==> config.mk <==
export PLATFORM = sky130hd
export DESIGN_NAME = mvm_requant_buf_flat
export DESIGN_NICKNAME = d
export VERILOG_FILES = /design/src/rtl/mvm_requant_buf_if.sv /design/src/rtl/mvm_requant_buf.sv /design/src/flat_wrapper.sv
export SDC_FILE = /design/constraint.sdc
export NUM_CORES = 1
export LEC_CHECK = 0
export BUFFER_PORTS_ARGS = -buffer_cell sky130_fd_sc_hd__buf_2
export CORE_MARGIN = 2
export CORE_UTILIZATION = 54
export DETAILED_ROUTE_END_ITERATION = 8
export PLACE_DENSITY = 0.84
export RECOVER_POWER = 100
export SLEW_MARGIN = 20
export SYNTH_ARGS = -nofsm -noshare
export SYNTH_HDL_FRONTEND = slang
export SYNTH_SLANG_ARGS = --single-unit
==> constraint.sdc <==
create_clock -name clk -period 2.35 [get_ports clk]
set_input_delay 0.1175 -clock clk [delete_from_list [all_inputs] [get_ports clk]]
set_output_delay 0.1175 -clock clk [all_outputs]
set_load 0.005 [all_outputs]
==> src/rtl/mvm_requant_buf_if.sv <==
// Stream bundle between the matrix-vector multiplier, the requantizing buffer and the next layer.
// master: the side that drives the input stream and the output back-pressure (upstream/downstream).
// slave:  the requantizing buffer itself.
interface mvm_requant_buf_if;
    logic               in_valid;
    logic               in_ready;
    logic signed [15:0] in_data;
    logic               in_overflow;
    logic               out_valid;
    logic               out_ready;
    logic signed [7:0]  out_data;
    logic               out_last;

    modport master (
        output in_valid, in_data, in_overflow, out_ready,
        input  in_ready, out_valid, out_data, out_last
    );

    modport slave (
        input  in_valid, in_data, in_overflow, out_ready,
        output in_ready, out_valid, out_data, out_last
    );
endinterface

==> src/rtl/mvm_requant_buf.sv <==
// Requantizing result buffer: optional ReLU, rounding arithmetic right shift and saturation of
// 16-bit dot products to int8, collection of one NROWS-entry vector, then streaming it out.
// Single buffer: collect and emit phases never overlap.
module mvm_requant_buf #(
    parameter int unsigned NROWS   = 3,
    parameter int unsigned SHIFT   = 4,
    parameter bit          RELU_EN = 1'b1
) (
    input  logic             clk,
    input  logic             reset,      // asynchronous, active-low
    mvm_requant_buf_if.slave bus,
    input  logic             clr_flags,
    output logic             sat_flag,
    output logic             ovf_flag
);

    localparam int unsigned IdxW  = $clog2(NROWS);
    localparam int unsigned RndSh = (SHIFT == 0) ? 0 : SHIFT - 1;
    // Half-LSB rounding constant; zero when there is no shift.
    localparam logic signed [16:0] Rnd = (SHIFT == 0) ? 17'sd0 : (17'sd1 <<< RndSh);
    localparam logic [IdxW-1:0] IdxLast = IdxW'(NROWS - 1);

    typedef enum logic [0:0] {
        StCollect,
        StEmit
    } state_e;

    state_e            r_state;
    logic [IdxW-1:0]   r_idx;
    logic [7:0]        r_buf [NROWS];
    logic              r_out_valid;
    logic              r_out_last;
    logic [7:0]        r_out_data;
    logic              r_sat;
    logic              r_ovf;

    logic signed [16:0] w_r;
    logic signed [16:0] w_t;
    logic [7:0]         w_q;
    logic               w_sat;
    logic               w_accept;
    logic               w_emit;
    logic               w_idx_last;
    logic [IdxW-1:0]    w_idx_next;

    // Requantize the incoming dot product: ReLU, round-half-up shift, clamp to int8.
    always_comb begin
        w_r = {bus.in_data[15], bus.in_data};
        if (RELU_EN && bus.in_data[15]) begin
            w_r = '0;
        end
        // 17 bits hold 32767 + 2^13 without wrapping, so the shift sees the true sum.
        w_t   = (w_r + Rnd) >>> SHIFT;
        w_q   = w_t[7:0];
        w_sat = 1'b0;
        if (w_t > 17'sd127) begin
            w_q   = 8'h7f;
            w_sat = 1'b1;
        end else if (w_t < -17'sd128) begin
            w_q   = 8'h80;
            w_sat = 1'b1;
        end
    end

    // Handshake decode and index arithmetic.
    always_comb begin
        w_accept   = (r_state == StCollect) && bus.in_valid;
        w_emit     = r_out_valid && bus.out_ready;
        w_idx_last = (r_idx == IdxLast);
        w_idx_next = r_idx + IdxW'(1);
    end

    // Collect/emit sequencer with registered stream outputs.
    always_ff @(posedge clk or negedge reset) begin
        if (!reset) begin
            r_state     <= StCollect;
            r_idx       <= '0;
            r_out_valid <= 1'b0;
            r_out_last  <= 1'b0;
            r_out_data  <= '0;
        end else begin
            case (r_state)
                StCollect: begin
                    if (w_accept) begin
                        if (w_idx_last) begin
                            // Entry 0 was written on an earlier accept since NROWS >= 2.
                            r_idx       <= '0;
                            r_state     <= StEmit;
                            r_out_valid <= 1'b1;
                            r_out_last  <= 1'b0;
                            r_out_data  <= r_buf[0];
                        end else begin
                            r_idx <= w_idx_next;
                        end
                    end
                end
                StEmit: begin
                    if (w_emit) begin
                        if (w_idx_last) begin
                            r_idx       <= '0;
                            r_state     <= StCollect;
                            r_out_valid <= 1'b0;
                            r_out_last  <= 1'b0;
                        end else begin
                            r_idx      <= w_idx_next;
                            r_out_data <= r_buf[w_idx_next];
                            r_out_last <= (w_idx_next == IdxLast);
                        end
                    end
                end
                default: begin
                    r_state <= StCollect;
                end
            endcase
        end
    end

    // Result storage; contents are don't-care after reset, so no reset term.
    always_ff @(posedge clk) begin
        if (w_accept) begin
            r_buf[r_idx] <= w_q;
        end
    end

    // Sticky status flags; a set in the same cycle as a clear wins.
    always_ff @(posedge clk or negedge reset) begin
        if (!reset) begin
            r_sat <= 1'b0;
            r_ovf <= 1'b0;
        end else begin
            if (w_accept && w_sat) begin
                r_sat <= 1'b1;
            end else if (clr_flags) begin
                r_sat <= 1'b0;
            end
            if (w_accept && bus.in_overflow) begin
                r_ovf <= 1'b1;
            end else if (clr_flags) begin
                r_ovf <= 1'b0;
            end
        end
    end

    assign bus.in_ready  = (r_state == StCollect);
    assign bus.out_valid = r_out_valid;
    assign bus.out_last  = r_out_last;
    assign bus.out_data  = r_out_data;
    assign sat_flag      = r_sat;
    assign ovf_flag      = r_ovf;

endmodule

==> src/flat_wrapper.sv <==
// flat-port wrapper written by rule: the top's interface ports become plain ports
module mvm_requant_buf_flat 
#(
    parameter int unsigned NROWS   = 3,
    parameter int unsigned SHIFT   = 4,
    parameter bit          RELU_EN = 1'b1
)
  (clk, reset, clr_flags, sat_flag, ovf_flag, bus_in_valid, bus_in_data, bus_in_overflow, bus_out_ready, bus_in_ready, bus_out_valid, bus_out_data, bus_out_last);
  mvm_requant_buf_if bus_i ();
  input  logic clk;
  input  logic reset;
  input  logic clr_flags;
  output logic sat_flag;
  output logic ovf_flag;
  input wire logic [$bits(bus_i.in_valid)-1:0] bus_in_valid;
  input wire logic [$bits(bus_i.in_data)-1:0] bus_in_data;
  input wire logic [$bits(bus_i.in_overflow)-1:0] bus_in_overflow;
  input wire logic [$bits(bus_i.out_ready)-1:0] bus_out_ready;
  output wire logic [$bits(bus_i.in_ready)-1:0] bus_in_ready;
  output wire logic [$bits(bus_i.out_valid)-1:0] bus_out_valid;
  output wire logic [$bits(bus_i.out_data)-1:0] bus_out_data;
  output wire logic [$bits(bus_i.out_last)-1:0] bus_out_last;
  assign bus_i.in_valid = bus_in_valid;
  assign bus_i.in_data = bus_in_data;
  assign bus_i.in_overflow = bus_in_overflow;
  assign bus_i.out_ready = bus_out_ready;
  assign bus_in_ready = bus_i.in_ready;
  assign bus_out_valid = bus_i.out_valid;
  assign bus_out_data = bus_i.out_data;
  assign bus_out_last = bus_i.out_last;
  mvm_requant_buf #(.NROWS(NROWS), .SHIFT(SHIFT), .RELU_EN(RELU_EN)) u_core (.clk(clk), .reset(reset), .bus(bus_i), .clr_flags(clr_flags), .sat_flag(sat_flag), .ovf_flag(ovf_flag));
endmodule
==> Word level (Yosys, flattened, before mapping) <==
Memory sizes are Yosys's and may differ from the RTL's.
Cells that the tools add are included.
Widths: inputs -> output; s select.
{ "op_classes": {"n_addsub": 2, "n_lt_le_gt_ge": 2, "n_eq_ne": 7, "mux": 33, "bitwise": 1, "reduce_logical": 10} }
{ "op_table": {"columns": ["op", "n"], "rows": [
  ["$mux 8", 6],
  ["$mux 1", 18],
  ["$add 15x4->16 const B", 1],
  ["$pmux 8 s2", 1],
  ["$mux 15", 1],
  ["$gt 13x8->1 const B", 1],
  ["$lt 13x8->1 const B", 1],
  ["$reduce_and 4->1", 2],
  ["$mux 2", 3],
  ["$ne 2x2->1 const B", 3],
  ["$pmux 1 s2", 3],
  ["$eq 2x2->1 const B", 2],
  ["$logic_and 1x1->1", 4],
  ["$ne 2x1->1 const B", 2],
  ["$pmux 2 s2", 1],
  ["$reduce_bool 2->1", 2],
  ["$reduce_and 3->1", 1],
  ["$add 2x1->2 const B", 1],
  ["$reduce_and 2->1", 1],
  ["$not 1->1", 1]
]} }
{ "totals": {"regBits": 15, "ram_bits": 24, "output_inout_bits": 13, "memories": 1} }
{ "mem_list": {"columns": ["memory", "words", "word_bits", "rd", "rd_clocked_by_memory_dff", "write_ports", "line", "text"], "rows": [
  ["u_core.r_buf", 3, 8, 2, 0, 1, "mvm_requant_buf.sv:30", "logic [7:0] r_buf [NROWS];"]
]} }

==> Depth between registers and ports, before layout <==
{ "logic_depth": {"word_depth": 7, "mapped_depth": 7, "mapped_depth_nobuf": 6} }

==> Worst setup path after synthesis <==
No wires, ideal clock.
{ "synth_timing": {"path_kind": "flip-flop to flip-flop", "from": "register u_core.r_idx[0]", "to": "register u_core.r_out_data[0], in the netlist u_core.bus.out_data[0]", "setup_ns": 0.065, "t_arrival_ns": 1.605, "t_required_ns": 2.285, "setup_slack_ns": 0.681, "path_stages_with_launch": 8, "path_buffers": 1, "synth_period_minus_slack_ns": 1.669, "path_cell_list": "dfrtp_1 > inv_1 > ha_1 > buf_2 > nor2_1 > a22oi_1 > o2bb2ai_1 > mux2_2"} }
{ "synth_via": {"elab_chain_len": 5, "elab_cells_between_ends": 9, "classes_between": "add/sub: 1; eq/ne: 3; mux: 3; reduce/logical: 1; memory: 1"} }
{ "synth_lines": {"columns": ["item", "line", "text"], "rows": [
  ["start: declaration", "mvm_requant_buf.sv:29", "logic [IdxW-1:0] r_idx;"],
  ["start signal: assignment", "mvm_requant_buf.sv:93", "r_idx <= w_idx_next;"],
  ["start signal: assignment", "mvm_requant_buf.sv:105", "r_idx <= w_idx_next;"],
  ["$add 2x1->2", "mvm_requant_buf.sv:70", "w_idx_next = r_idx + IdxW'(1);"],
  ["$mem_v2 3x8", null, null],
  ["$mux 8", "mvm_requant_buf.sv:99", "if (w_idx_last) begin"],
  ["$mux 8", "mvm_requant_buf.sv:98", "if (w_emit) begin"],
  ["$pmux 8 s2", "mvm_requant_buf.sv:82", "case (r_state)"],
  ["end signal: assignment", "mvm_requant_buf.sv:91", "r_out_data <= r_buf[0];"],
  ["end signal: assignment", "mvm_requant_buf.sv:106", "r_out_data <= r_buf[w_idx_next];"],
  ["end: declaration", "mvm_requant_buf.sv:33", "logic [7:0] r_out_data;"]
]} }
Several ways; a longest one is shown, not always the timed one. The select of a mux whose other input is x is not followed.
A chain may end at the register's enable or synchronous reset.

==> Worst setup path in the final report <==
Ends and elaborated chain as after synthesis.

==> out/summary.txt <==
post-route ant nets -> 0
RSZ-0062 raised after global routing -> no
Design Area, Final -> 2100 µm²
Startpoint Class -> flip-flop
largest cells by area after synthesis -> edfxtp_1 (40%), dfrtp_1 (21%), mux2_2 (6.3%)
YS warnings -> 0
Detailed Routing Iterations Pass 1 -> 4
vias in the first global route -> 1,110
Vias/cell -> 5.35
clock skew -> 0.0183 ns
ratio of final minimum period to clock period -> 88.2%
Worst Tran Pin Value -> 0.818 ns
Layout fillers -> 247
Worst EP arrival -> 2.37 ns
number of synthesized flops with an enable pin -> 24
GPL Wtd Cong -> 0.772
Hold Slack -> 0.0586 ns
post-CTS setup buffer count -> 0
CP endpoint kind -> flip-flop
initial antenna violation count -> 0
HP Class -> in -> reg
DP Area -> 2010 µm²
Detailed Route Iter0 Violations -> 56
max_cap viols -> 0
hold buffer count at cts -> 3
global-route wire length before repair -> 4890 µm
mapped cell area -> 1790 µm²
GRT Total Usage -> 18.5%
Synth top area share -> 40.2%
Max Root-Sink Buffers -> 2
Synth-to-Final Area Change -> 17.2%
Die H -> 61.6 µm
flop2flop setup slack -> 0.28 ns
Power Density -> 581 nW/µm²
Root Driver -> clkbuf_4
Die Wd -> 61.6 µm
Seq cells post-synth -> 39
Worst Hold Depth -> 4
Crit path required time -> 2.64 ns
setup_tns -> 0 ns
CTS tree -> built
DIE AREA -> 3800 µm²
H-tree levels -> 2
via count -> 1,183
commonest cells after routing, fill and taps aside -> edfxtp_1 (24), buf_2 (20), dfrtp_1 (15)
Routed WL per cell -> 14.1 µm
Syn Inst Count -> 135
R2R Path Start -> u_core.r_idx[0]
reg2reg path depth -> 6
post-CTS resize count -> 0
Final Hold Viols -> 0
ys flop type -> edfxtp_1
crit-path max FO -> 10
crit path kind -> reg -> reg
Post-Route WL -> 3130 µm
diode count -> 0
clk slew on worst S/H paths -> 0.11 ns
reg-to-reg endpoint -> u_core.bus.out_data[0]
Final min period -> 2.07 ns
share of cells above drive strength 1 -> 23.2%
commonest non-fill, non-tap cell in the layout -> edfxtp_1
post-synth cell types -> 33
Detailed Place HPWL -> 2310 µm
Seq/Total Area, Yosys -> 61.1%
HP Start -> bus_out_ready
Peak supply drop -> 617 µV
Nets -> 205
Final Slew Violations -> 0
core area -> 3100 µm²
Synth area leader -> edfxtp_1
Setup Viol. Count Final -> 0
Buffers on Ports -> 31
largest net degree at the start of global routing -> 16
clk_lat worst skew -> 0.35 ns
fraction of registers with async set/reset -> 38.5%
Hold EP -> u_core.bus.out_valid
fmax -> 482 MHz
I/O Pins -> 35
headroom to the max-slew limit -> 45.5%
Std-Cell Rows -> 20
Num Clock Sinks -> 39
status -> complete, no violations
starting density of the core -> 57.8%
DR DRC count -> 0
mean post-synth cell area -> 13.3 µm²
Leak -> 0.875 nW
CTS buffer count -> 5
global route overflow -> 0
[stage by stage]
stage	power [W]	std cells	setup slack (ns)	util (%)
2_1_floorplan	0.000765	137	0.681	-
3_3_place_gp	0.000793	210	0.366	64.6
3_5_place_dp	0.000796	210	0.324	64.6
4_1_cts	0.00123	221	0.305	68.2
5_1_grt	0.00127	221	0.122	67.7
6_report	0.00122	221	0.277	67.7
[flip-flops by register name, indices dropped and copies added (netlist names)]
name                  count
u_core.r_buf             24
u_core.bus.out_data       8
u_core.r_idx              2
u_core.bus.out_last       1
u_core.bus.out_valid      1
u_core.ovf_flag           1
u_core.r_state            1
u_core.sat_flag           1
[synth_stat cells (2+ instances only)]
| master | instances |
|---|---|
| nand3_1 | 5 |
| edfxtp_1 | 24 |
| and2_1 | 2 |
| ha_1 | 7 |
| a22oi_1 | 8 |
| dfrtp_1 | 15 |
| clkbuf_1 | 2 |
| inv_1 | 7 |
| and4_1 | 2 |
| o21ai_0 | 4 |
| o2bb2ai_1 | 8 |
| and3_1 | 2 |
| nor2b_1 | 4 |
| a21oi_1 | 6 |
| mux2_2 | 10 |
| xor2_1 | 5 |
| nand2_1 | 8 |
[per-layer routing]
| metal | vias up | share of wire, % | global-route usage [%] |
|---|---|---|---|
| li1 | 593 | - | - |
| met1 | 550 | 42 | 19.8 |
| met2 | 36 | 53 | 34.6 |
| met3 | 4 | 4.3 | 3.78 |
| met4 | 0 | 1.4 | 8.21 |
| met5 | - | 0 | 0 |
[worst max path at each step]
stage / start / end / slack (ns) / depth (start not counted)
after floorplan: u_core.r_idx[0] / u_core.bus.out_data[0] / 0.68 / 7
after global placement: u_core.r_idx[0] / u_core.bus.out_data[0] / 0.37 / 6
after detailed placement: u_core.r_idx[0] / u_core.bus.out_data[1] / 0.32 / 6
after CTS: u_core.r_idx[0] / u_core.bus.out_data[0] / 0.31 / 6
after global routing: u_core.r_idx[0] / u_core.bus.out_data[0] / 0.12 / 6
final: u_core.r_idx[0] / u_core.bus.out_data[0] / 0.28 / 6
[worst max-delay path: stages (launching register included)]
cell       delay, ns
dfrtp_1         0.43
inv_1           0.12
ha_1            0.46
nor2_1          0.50
a22oi_1         0.13
o2bb2ai_1       0.22
mux2_2          0.17
[kinds of logic after synthesis]
group	Yosys count	synth area share, %
XOR/XNOR	5	2.44
other	1	0.209
AND/OR/NAND/NOR	29	9.14
AO/OA/AOI/OAI	34	13.7
flip-flops	39	61.1
adder cells (fa/ha/maj)	7	4.88
multiplexers	10	6.28
buffers and inverters	10	2.16
[area by class of cell]
cell class / instances / area (µm²) / share of cell area, %
clock buffers: 5 / 37.5 / 1.79
clock inverters: 3 / 43.8 / 2.08
inverters: 7 / 26.3 / 1.25
multi-input cells: 88 / 663 / 31.6
flip-flops and latches: 39 / 1100 / 52.2
well taps: 44 / 55.1 / 2.62
repair buffers: 35 / 179 / 8.52
[report_power, final]
| part | internal, W | switching, W | leakage (nW) |
|---|---|---|---|
| registers | 0.000730 | 0.0000000000000000000413 | 0.422 |
| logic | 0.0000223 | 0.0000312 | 0.408 |
| clock network | 0.000224 | 0.000213 | 0.0452 |
No activity file was read; power rests on OpenSTA's default activity.
